File: config.mk
export PLATFORM = sky130hd
export DESIGN_NAME = fp_add_pipe_flat
export DESIGN_NICKNAME = d
export VERILOG_FILES = /design/src/rtl/fp_add_pipe_pkg.sv /design/src/rtl/fp_add_pipe_if.sv /design/src/rtl/fp_lzc.sv /design/src/rtl/fp_add_pipe.sv /design/src/flat_wrapper.sv
export SDC_FILE = /design/constraint.sdc
export NUM_CORES = 1
export LEC_CHECK = 0
export CORE_ASPECT_RATIO = 0.75
export CORE_MARGIN = 2
export CORE_UTILIZATION = 25
export CTS_BUF_LIST = sky130_fd_sc_hd__clkbuf_4
export CTS_CLUSTER_DIAMETER = 150
export DETAILED_ROUTE_END_ITERATION = 7
export RECOVER_POWER = 100
export SYNTH_ARGS = -nofsm -noshare
export SYNTH_HDL_FRONTEND = slang
export SYNTH_SLANG_ARGS = --single-unit
File: constraint.sdc
create_clock -name clk -period 5.9 [get_ports clk]
set_input_delay 1.18 -clock clk [delete_from_list [all_inputs] [get_ports clk]]
set_output_delay 1.18 -clock clk [all_outputs]
set_load 0.03 [all_outputs]
File: src/rtl/fp_add_pipe_pkg.sv
`default_nettype none
// ============================================================================
//  Module      : fp_add_pkg
//  Description : Shared constants, helper functions and types for the
//                pipelined floating-point adder (fp_add_pipe).
//  Revision    : 1.0 - initial release
// ============================================================================
package fp_add_pkg;

    // Widest packed float any builder below has to produce.
    localparam int C_MAX_FP_W = 128;

    // Largest (all-ones) biased exponent for a given exponent width.
    function automatic int exp_max(input int exp_w);
        return (1 << exp_w) - 1;
    endfunction

    // IEEE-style exponent bias for a given exponent width.
    function automatic int bias(input int exp_w);
        return (1 << (exp_w - 1)) - 1;
    endfunction

    // Quiet NaN {0, all-ones exponent, 1, zeros}; callers size-cast the result.
    function automatic logic [C_MAX_FP_W-1:0] qnan(input int exp_w, input int man_w);
        logic [C_MAX_FP_W-1:0] one;
        one = {{(C_MAX_FP_W-1){1'b0}}, 1'b1};
        return (((one << exp_w) - one) << man_w) | (one << (man_w - 1));
    endfunction

    // Status flags reported alongside each result.
    typedef struct packed {
        logic inexact;
        logic overflow;
        logic zero;
    } fp_flags_t;

endpackage
`default_nettype wire

File: src/rtl/fp_add_pipe_if.sv
`default_nettype none
// ============================================================================
//  Module      : fp_add_pipe_if
//  Description : Operand/result handshake bundle for fp_add_pipe. The
//                master drives operands and accepts results; the slave is
//                the adder itself.
//  Revision    : 1.0 - initial release
// ============================================================================
interface fp_add_pipe_if #(
    parameter int EXP_W = 8,
    parameter int MAN_W = 23
);
    localparam int C_FP_W = 1 + EXP_W + MAN_W;

    logic              in_valid;
    logic              in_ready;
    logic [C_FP_W-1:0] in_a;
    logic [C_FP_W-1:0] in_b;
    logic              in_sub;
    logic              out_valid;
    logic              out_ready;
    logic [C_FP_W-1:0] out_result;
    logic              out_inexact;
    logic              out_overflow;
    logic              out_zero;

    modport master (
        output in_valid, in_a, in_b, in_sub, out_ready,
        input  in_ready, out_valid, out_result, out_inexact, out_overflow, out_zero
    );

    modport slave (
        input  in_valid, in_a, in_b, in_sub, out_ready,
        output in_ready, out_valid, out_result, out_inexact, out_overflow, out_zero
    );
endinterface
`default_nettype wire

File: src/rtl/fp_lzc.sv
`default_nettype none
// ============================================================================
//  Module      : fp_lzc
//  Description : Parametrised leading-zero counter. An all-zero input
//                reports WIDTH.
//  Revision    : 1.0 - initial release
// ============================================================================
module fp_lzc #(
    parameter int WIDTH = 27,
    parameter int CNT_W = $clog2(WIDTH + 1)
) (
    input  wire logic [WIDTH-1:0] i_vec,
    output logic      [CNT_W-1:0] o_cnt
);

    // Scan upward so the highest set bit is the last (winning) assignment.
    always_comb begin
        o_cnt = CNT_W'(WIDTH);
        for (int i = 0; i < WIDTH; i++) begin
            if (i_vec[i]) o_cnt = CNT_W'(WIDTH - 1 - i);
        end
    end

endmodule
`default_nettype wire

File: src/rtl/fp_add_pipe.sv
`default_nettype none
// ============================================================================
//  Module      : fp_add_pipe
//  Description : 3-stage pipelined floating-point adder/subtractor
//                (align / add / normalise+pack) with valid/ready flow
//                control. Denormals are read as zero; results that would
//                be denormal flush to signed zero.
//  Options     : FP_ADD_ROUND_NEAREST_EN - round-to-nearest-even in the
//                normalise stage; otherwise results are truncated.
//  Revision    : 1.0 - initial release
// ============================================================================
module fp_add_pipe
    import fp_add_pkg::*;
#(
    parameter int EXP_W = 8,
    parameter int MAN_W = 23
) (
    input  wire logic         clk,
    input  wire logic         rst_n,
    fp_add_pipe_if.slave      bus
);

    localparam int C_FP_W  = 1 + EXP_W + MAN_W;
    localparam int C_MW    = MAN_W + 4;            // {hidden, frac, guard, round, sticky}
    localparam int C_CNT_W = $clog2(C_MW + 1);
    localparam int C_SX_W  = EXP_W + 2;            // exponent workspace with borrow bit
    localparam logic [EXP_W-1:0]  C_EXP_ONES = EXP_W'(exp_max(EXP_W));
    localparam logic [C_FP_W-1:0] C_QNAN     = C_FP_W'(qnan(EXP_W, MAN_W));

    typedef struct packed {
        logic             sign;
        logic [EXP_W-1:0] exp;
        logic [C_MW-1:0]  mant_ext;
    } operand_t;

    typedef struct packed {
        logic              sign;
        logic              eff_sub;
        logic [EXP_W-1:0]  exp;
        logic [C_MW-1:0]   mx;
        logic [C_MW-1:0]   my;
        logic              special;
        logic [C_FP_W-1:0] special_val;
    } s1_t;

    typedef struct packed {
        logic              sign;
        logic [EXP_W-1:0]  exp;
        logic [C_MW:0]     sum;
        logic              special;
        logic [C_FP_W-1:0] special_val;
    } s2_t;

    typedef struct packed {
        logic [C_FP_W-1:0] result;
        fp_flags_t         flags;
    } s3_t;

    logic r_s1_valid, r_s2_valid, r_s3_valid;
    s1_t  r_s1, w_s1;
    s2_t  r_s2, w_s2;
    s3_t  r_s3, w_s3;
    logic w_s1_en, w_s2_en, w_s3_en;

    // A stage loads when it is empty or its content moves on this cycle.
    assign w_s3_en      = !r_s3_valid || bus.out_ready;
    assign w_s2_en      = !r_s2_valid || w_s3_en;
    assign w_s1_en      = !r_s1_valid || w_s2_en;
    assign bus.in_ready = w_s1_en;

    // ---------------- S1: unpack, swap, align ----------------
    operand_t         w_a, w_b, w_x, w_y;
    logic             w_a_nan, w_b_nan, w_a_inf, w_b_inf;
    logic [EXP_W-1:0] w_diff;
    logic [C_MW-1:0]  w_y_sh, w_lost_mask;

    // Unpack, order by magnitude and shift the smaller operand with sticky.
    always_comb begin
        w_a.sign     = bus.in_a[C_FP_W-1];
        w_a.exp      = bus.in_a[C_FP_W-2 -: EXP_W];
        w_a.mant_ext = (w_a.exp == '0) ? '0 : {1'b1, bus.in_a[MAN_W-1:0], 3'b000};
        w_b.sign     = bus.in_b[C_FP_W-1] ^ bus.in_sub;
        w_b.exp      = bus.in_b[C_FP_W-2 -: EXP_W];
        w_b.mant_ext = (w_b.exp == '0) ? '0 : {1'b1, bus.in_b[MAN_W-1:0], 3'b000};

        w_a_nan = (w_a.exp == C_EXP_ONES) && (bus.in_a[MAN_W-1:0] != '0);
        w_b_nan = (w_b.exp == C_EXP_ONES) && (bus.in_b[MAN_W-1:0] != '0);
        w_a_inf = (w_a.exp == C_EXP_ONES) && (bus.in_a[MAN_W-1:0] == '0);
        w_b_inf = (w_b.exp == C_EXP_ONES) && (bus.in_b[MAN_W-1:0] == '0);

        if ({w_b.exp, w_b.mant_ext} > {w_a.exp, w_a.mant_ext}) begin
            w_x = w_b;
            w_y = w_a;
        end else begin
            w_x = w_a;
            w_y = w_b;
        end

        w_diff      = w_x.exp - w_y.exp;
        w_y_sh      = '0;
        w_lost_mask = '0;
        if (32'(w_diff) > MAN_W + 3) begin
            // Everything shifts out: only the sticky bit survives.
            w_y_sh[0] = |w_y.mant_ext;
        end else begin
            w_lost_mask = ~({C_MW{1'b1}} << w_diff);
            w_y_sh      = w_y.mant_ext >> w_diff;
            w_y_sh[0]   = w_y_sh[0] | (|(w_y.mant_ext & w_lost_mask));
        end

        w_s1             = '0;
        w_s1.sign        = w_x.sign;
        w_s1.eff_sub     = w_x.sign ^ w_y.sign;
        w_s1.exp         = w_x.exp;
        w_s1.mx          = w_x.mant_ext;
        w_s1.my          = w_y_sh;
        if (w_a_nan || w_b_nan || (w_a_inf && w_b_inf && (w_a.sign != w_b.sign))) begin
            w_s1.special     = 1'b1;
            w_s1.special_val = C_QNAN;
        end else if (w_a_inf) begin
            w_s1.special     = 1'b1;
            w_s1.special_val = {w_a.sign, C_EXP_ONES, {MAN_W{1'b0}}};
        end else if (w_b_inf) begin
            w_s1.special     = 1'b1;
            w_s1.special_val = {w_b.sign, C_EXP_ONES, {MAN_W{1'b0}}};
        end
    end

    // S1 register: capture aligned operands on an input transfer.
    always_ff @(posedge clk or negedge rst_n) begin
        if (!rst_n) begin
            r_s1_valid <= 1'b0;
            r_s1       <= '0;
        end else if (w_s1_en) begin
            r_s1_valid <= bus.in_valid;
            if (bus.in_valid) r_s1 <= w_s1;
        end
    end

    // ---------------- S2: mantissa add/sub ----------------
    // |X| >= |Y| after the swap, so the subtraction never goes negative.
    always_comb begin
        w_s2             = '0;
        w_s2.sign        = r_s1.sign;
        w_s2.exp         = r_s1.exp;
        w_s2.special     = r_s1.special;
        w_s2.special_val = r_s1.special_val;
        if (r_s1.eff_sub) w_s2.sum = {1'b0, r_s1.mx} - {1'b0, r_s1.my};
        else              w_s2.sum = {1'b0, r_s1.mx} + {1'b0, r_s1.my};
    end

    // S2 register: hold the raw sum until S3 can take it.
    always_ff @(posedge clk or negedge rst_n) begin
        if (!rst_n) begin
            r_s2_valid <= 1'b0;
            r_s2       <= '0;
        end else if (w_s2_en) begin
            r_s2_valid <= r_s1_valid;
            if (r_s1_valid) r_s2 <= w_s2;
        end
    end

    // ---------------- S3: normalise, round, pack ----------------
    logic [C_CNT_W-1:0] w_lzc;
    logic [C_MW-1:0]    w_norm;
    logic [C_SX_W-1:0]  w_exp_n, w_exp_r;
    logic [MAN_W:0]     w_mant_r;
    logic               w_inexact;

    fp_lzc #(.WIDTH(C_MW), .CNT_W(C_CNT_W)) u_lzc (
        .i_vec (r_s2.sum[C_MW-1:0]),
        .o_cnt (w_lzc)
    );

    // Normalise the sum, apply the rounding mode and resolve zero/overflow/special.
    always_comb begin
        if (r_s2.sum[C_MW]) begin
            w_norm    = r_s2.sum[C_MW:1];
            w_norm[0] = r_s2.sum[1] | r_s2.sum[0];
            w_exp_n   = {2'b00, r_s2.exp} + C_SX_W'(1);
        end else begin
            w_norm  = r_s2.sum[C_MW-1:0] << w_lzc;
            w_exp_n = {2'b00, r_s2.exp} - {{(C_SX_W-C_CNT_W){1'b0}}, w_lzc};
        end
        w_inexact = |w_norm[2:0];

`ifdef FP_ADD_ROUND_NEAREST_EN
        // Round half to even; a carry out of the mantissa means 1.000 at exp+1.
        begin
            logic w_rnd_inc, w_rnd_carry;
            w_rnd_inc = w_norm[2] & (w_norm[1] | w_norm[0] | w_norm[3]);
            {w_rnd_carry, w_mant_r} = {1'b0, w_norm[C_MW-1:3]} + {{(MAN_W+1){1'b0}}, w_rnd_inc};
            w_exp_r = w_exp_n + {{(C_SX_W-1){1'b0}}, w_rnd_carry};
        end
`else
        w_mant_r = w_norm[C_MW-1:3];
        w_exp_r  = w_exp_n;
`endif

        w_s3 = '0;
        if (r_s2.special) begin
            w_s3.result = r_s2.special_val;
        end else if (r_s2.sum == '0) begin
            w_s3.flags.zero = 1'b1;
        end else if (w_exp_n[C_SX_W-1] || (w_exp_n == '0)) begin
            w_s3.result        = {r_s2.sign, {(C_FP_W-1){1'b0}}};
            w_s3.flags.zero    = 1'b1;
            w_s3.flags.inexact = w_inexact;
        end else if (w_exp_r >= {2'b00, C_EXP_ONES}) begin
            w_s3.result         = {r_s2.sign, C_EXP_ONES, {MAN_W{1'b0}}};
            w_s3.flags.overflow = 1'b1;
            w_s3.flags.inexact  = w_inexact;
        end else begin
            w_s3.result        = {r_s2.sign, w_exp_r[EXP_W-1:0], w_mant_r[MAN_W-1:0]};
            w_s3.flags.inexact = w_inexact;
        end
    end

    // S3 register: the packed result presented to the downstream consumer.
    always_ff @(posedge clk or negedge rst_n) begin
        if (!rst_n) begin
            r_s3_valid <= 1'b0;
            r_s3       <= '0;
        end else if (w_s3_en) begin
            r_s3_valid <= r_s2_valid;
            if (r_s2_valid) r_s3 <= w_s3;
        end
    end

    assign bus.out_valid    = r_s3_valid;
    assign bus.out_result   = r_s3.result;
    assign bus.out_inexact  = r_s3.flags.inexact;
    assign bus.out_overflow = r_s3.flags.overflow;
    assign bus.out_zero     = r_s3.flags.zero;

endmodule
`default_nettype wire

File: src/flat_wrapper.sv
// flat-port wrapper written by rule: the top's interface ports become plain ports
module fp_add_pipe_flat import fp_add_pkg::*;
#(
    parameter int EXP_W = 8,
    parameter int MAN_W = 23
)
  (clk, rst_n, bus_in_valid, bus_in_a, bus_in_b, bus_in_sub, bus_out_ready, bus_in_ready, bus_out_valid, bus_out_result, bus_out_inexact, bus_out_overflow, bus_out_zero);
  fp_add_pipe_if #(.EXP_W(EXP_W), .MAN_W(MAN_W)) bus_i ();
  input  wire logic clk;
  input  wire logic rst_n;
  input wire logic [$bits(bus_i.in_valid)-1:0] bus_in_valid;
  input wire logic [$bits(bus_i.in_a)-1:0] bus_in_a;
  input wire logic [$bits(bus_i.in_b)-1:0] bus_in_b;
  input wire logic [$bits(bus_i.in_sub)-1:0] bus_in_sub;
  input wire logic [$bits(bus_i.out_ready)-1:0] bus_out_ready;
  output wire logic [$bits(bus_i.in_ready)-1:0] bus_in_ready;
  output wire logic [$bits(bus_i.out_valid)-1:0] bus_out_valid;
  output wire logic [$bits(bus_i.out_result)-1:0] bus_out_result;
  output wire logic [$bits(bus_i.out_inexact)-1:0] bus_out_inexact;
  output wire logic [$bits(bus_i.out_overflow)-1:0] bus_out_overflow;
  output wire logic [$bits(bus_i.out_zero)-1:0] bus_out_zero;
  assign bus_i.in_valid = bus_in_valid;
  assign bus_i.in_a = bus_in_a;
  assign bus_i.in_b = bus_in_b;
  assign bus_i.in_sub = bus_in_sub;
  assign bus_i.out_ready = bus_out_ready;
  assign bus_in_ready = bus_i.in_ready;
  assign bus_out_valid = bus_i.out_valid;
  assign bus_out_result = bus_i.out_result;
  assign bus_out_inexact = bus_i.out_inexact;
  assign bus_out_overflow = bus_i.out_overflow;
  assign bus_out_zero = bus_i.out_zero;
  fp_add_pipe #(.EXP_W(EXP_W), .MAN_W(MAN_W)) u_core (.clk(clk), .rst_n(rst_n), .bus(bus_i));
endmodule
==> reports/metrics.cfg <==
[final_layout]
largest_register = u_core.r_s1
instances_no_fill = 2650
drive_above_1_share_pct = 20.97
nets = 2068
largest_register_ff_count = 64
syn2layout_area_growth_pct = 33.15
fillers = 5361

[placement]
pre_cts_ws_ps = -832.0
place_congestion = 0.9298
place_hpwl_mm = 40.12
dp.cells = 2603
place.port_buffers = 105

[timing]
hold_viol = 0
hold_ws_ps = 493.9
worstMarginPinSlew_ps = 2534
skew_ps = 27.40
layout_setup_ws_ps = 119.6
post-route-period-util_pct = 97.97
final_max_slew_viol_count = 273
min_period_ps = 5780
maxSlewHeadroom_pct = -68.92
finalSetupViolCount = 0
tns_ps = 0
fmax_mhz = 173.0

[power]
max-vdd-ir-drop_mv = 0.1977
seq_power_share_pct = 25.0
swShare_pct = 50.62
leakagePower_uw = 0.007608
p_switching_uw = 3306
power_frac_comb_pct = 64.6
internal_power_uw = 3225
p_per_area_nw_per_um2 = 377.9
p_clk_share_pct = 10.5
p_total_uw = 6531

[setup_path]
end_kind = register
cp_common_cell = buf_4
path_buf_inv = 7
path_delay_family = simple AND/OR/NAND/NOR gates
critical_path_arrival_ps = 6290
worst-r2r-setup-slack_ps = 630
reg2reg_depth = 23
path_cells = clkdlybuf4s50_1, nor4_1, nand2_1, buf_4, clkbuf_16, nand2_1, ha_1, nand3_2, or4_4, nor3_4, buf_4, nor2_1, buf_4, a21oi_4, buf_4, mux2i_2, a221oi_2, a211o_1, a21o_1, nand2_4, buf_6, nor2_1, mux4_2, a22o_1
cp_max_fo = 7
cpMaxStageDelayCell = or4_4
startpoint_type = primary input
path_depth = 24
crit_type = in2reg
max_stage_delay_ps = 580
cp_data_required_time_ps = 6410

[synth]
synth_cell_types = 96
synth_enable_flop_cells = 0
syn_nets = 1768
netlist_area_um2 = 12980
ys_async_sr_fraction_pct = 100.0
netlist_instances = 1633
yosys_register_bits = 142
yosysSeqAreaShare_pct = 27.38
ys_warn_count = 0
avgSynthCellArea_um2 = 7.948
synth-main-ff-cell = dfrtp_1

[clock_tree]
clkSinkCount = 142
clk_pin_slew_ps = 170
ctsRootBufferMaster = clkbuf_4
insertion_delay_ps = 630
h-tree-depth = 4
clk_path_buf_depth = 2
numCtsBuffers = 17
cts_tree = built

[global_route]
grt_max_degree = 105
grt_use_total_pct = 18.22
antenna_found_initial = 1
grt_pass1_vias = 13410
grt_pass1_wl_mm = 77.23
grt.overflow.total = 0

[floorplanning]
fp.coreArea_um2 = 51440
rows = 72
dieArea_um2 = 53770
start_util_pct = 25.23
io_pins = 106
fp.dieH_um = 201.3
fp.dieW_um = 267.1

[drt]
totalWireLength_mm = 49.43
ant_nets = 0
viasPerCell = 5.214
vias = 13820
drc_errors = 0
routedWlPerCell_um = 18.65
drt_iter0_markers = 1262
first_pass_iters = 7

[worst_hold_path]
hold_class = reg2reg
hold-path-cell-count = 2

[status]
status = finished with violations
violations = capacitance limit, slew limit

[flow_run]
max_cap_viol_count = 5

==> Yosys cell counts, types with 7 or more instances <==
master | n | area share [%]
a211oi_1 | 16 | 0.93
a21o_1 | 11 | 0.64
a21oi_1 | 98 | 3.8
a221oi_1 | 9 | 0.61
a22o_1 | 11 | 0.74
a22oi_1 | 18 | 1.0
a31oi_1 | 24 | 1.2
a32oi_1 | 7 | 0.47
and2_1 | 22 | 1.1
buf_1 | 12 | 0.35
buf_2 | 13 | 0.50
clkbuf_1 | 62 | 1.8
dfrtp_1 | 142 | 27
ha_1 | 65 | 6.3
inv_1 | 60 | 1.7
mux2_2 | 27 | 2.3
mux2i_1 | 96 | 7.4
mux4_2 | 9 | 1.6
nand2_1 | 216 | 6.2
nand2b_1 | 14 | 0.67
nand3_1 | 30 | 1.2
nand4_1 | 15 | 0.72
nor2_1 | 158 | 4.6
nor2b_1 | 14 | 0.67
nor3_1 | 47 | 1.8
nor3b_1 | 7 | 0.40
nor4_1 | 28 | 1.3
o211ai_1 | 26 | 1.5
o21a_1 | 8 | 0.46
o21ai_0 | 129 | 5.0
o21ai_1 | 12 | 0.46
o21bai_1 | 8 | 0.46
o22ai_1 | 15 | 0.72
o31ai_1 | 8 | 0.46
or3_1 | 9 | 0.43
xnor2_1 | 45 | 3.0
xor2_1 | 18 | 1.2
==> final timing paths <==
check / startpoint / endpoint
max: bus_in_a[23] / u_core.r_s1[35]
min: u_core.r_s1[30] / u_core.r_s1[30]
max reg2reg: u_core.r_s2[36] / u_core.bus.out_result[14]
min reg2reg: u_core.r_s1[30] / u_core.r_s1[30]
max in group asynchronous: rst_n / u_core.r_s1[47]
min in group asynchronous: rst_n / u_core.bus.out_valid
==> through the flow <==
step           util [%]  cell area [µm²]
6_report          33.60            17280
5_1_grt           33.60            17280
4_1_cts           32.83            16890
3_5_place_dp      32.16            16540
3_3_place_gp      32.16            16540
2_1_floorplan         -            13030
==> power groups by stage <==
| stage | sequential [µW] | combinational [µW] | clock [µW] |
|---|---|---|---|
| after floorplan | 1650 | 2600 | 0 |
| after global placement | 1640 | 4090 | 0 |
| after detailed placement | 1650 | 4100 | 0 |
| after CTS | 1630 | 4130 | 695 |
| after global routing | 1670 | 4600 | 741 |
| final | 1630 | 4220 | 683 |
==> layer usage <==
metal  routed length (µm)  global-route usage (%)  vias to the layer above
met5                    0                       0                        -
met3                 3270                   2.705                       37
met2                20900                   27.01                      518
met4                  600                   3.852                        0
li1                     -                       -                     6616
met1                24660                   27.64                     6646
==> kinds of logic after synthesis <==
kind of cell	after synthesis	share of synthesized area, %
and+or+nand+nor	601	21.72
buffers and inverters	157	5.003
adders and majority gates	66	6.421
AOI/OAI and AO/OA	472	23.92
xor gates and xnor gates	63	4.251
DFF	142	27.38
muxes	132	11.31
==> worst register-to-register path, delay by kind of cell, from the launching register on <==
| family | cells | cell delay (ps) |
|---|---|---|
| buf+inv | 2 | 260 |
| simple gates | 5 | 990 |
| fa+ha+maj | 2 | 610 |
| flops | 1 | 500 |
| compound gates | 14 | 2850 |
==> repair_timing <==
action	CTS	global route
gates resized for setup	3	60
hold buffers	0	0
pin swaps	2	20
gates cloned	0	3
setup buffers	2	10
setup endpoints to repair	25	27
==> cell type report <==
| class | instances | area (µm²) | area share (%) |
|---|---|---|---|
| Inverter | 62 | 232.7 | 1.347 |
| Antenna cell | 1 | 2.502 | 0.01448 |
| Sequential cell | 142 | 3553 | 20.56 |
| Timing Repair Buffer | 376 | 3223 | 18.65 |
| Clock inverter | 15 | 188.9 | 1.093 |
| Multi-Input combinational cell | 1334 | 9074 | 52.50 |
| Clock buffer | 17 | 127.6 | 0.7385 |
| Tap cell | 703 | 879.6 | 5.090 |
==> placed cells by master, fill, tap and decap left out, types with 29 or more instances in the layout <==
cell type,instances
a21oi_1,96
buf_4,254
clkdlybuf4s50_1,54
dfrtp_1,142
dlygate4sd3_1,39
ha_1,60
inv_1,60
mux2i_1,91
nand2_1,209
nand3_1,29
nor2_1,158
nor3_1,44
o21ai_0,125
xnor2_1,44
No activity file was read; power rests on OpenSTA's default activity.
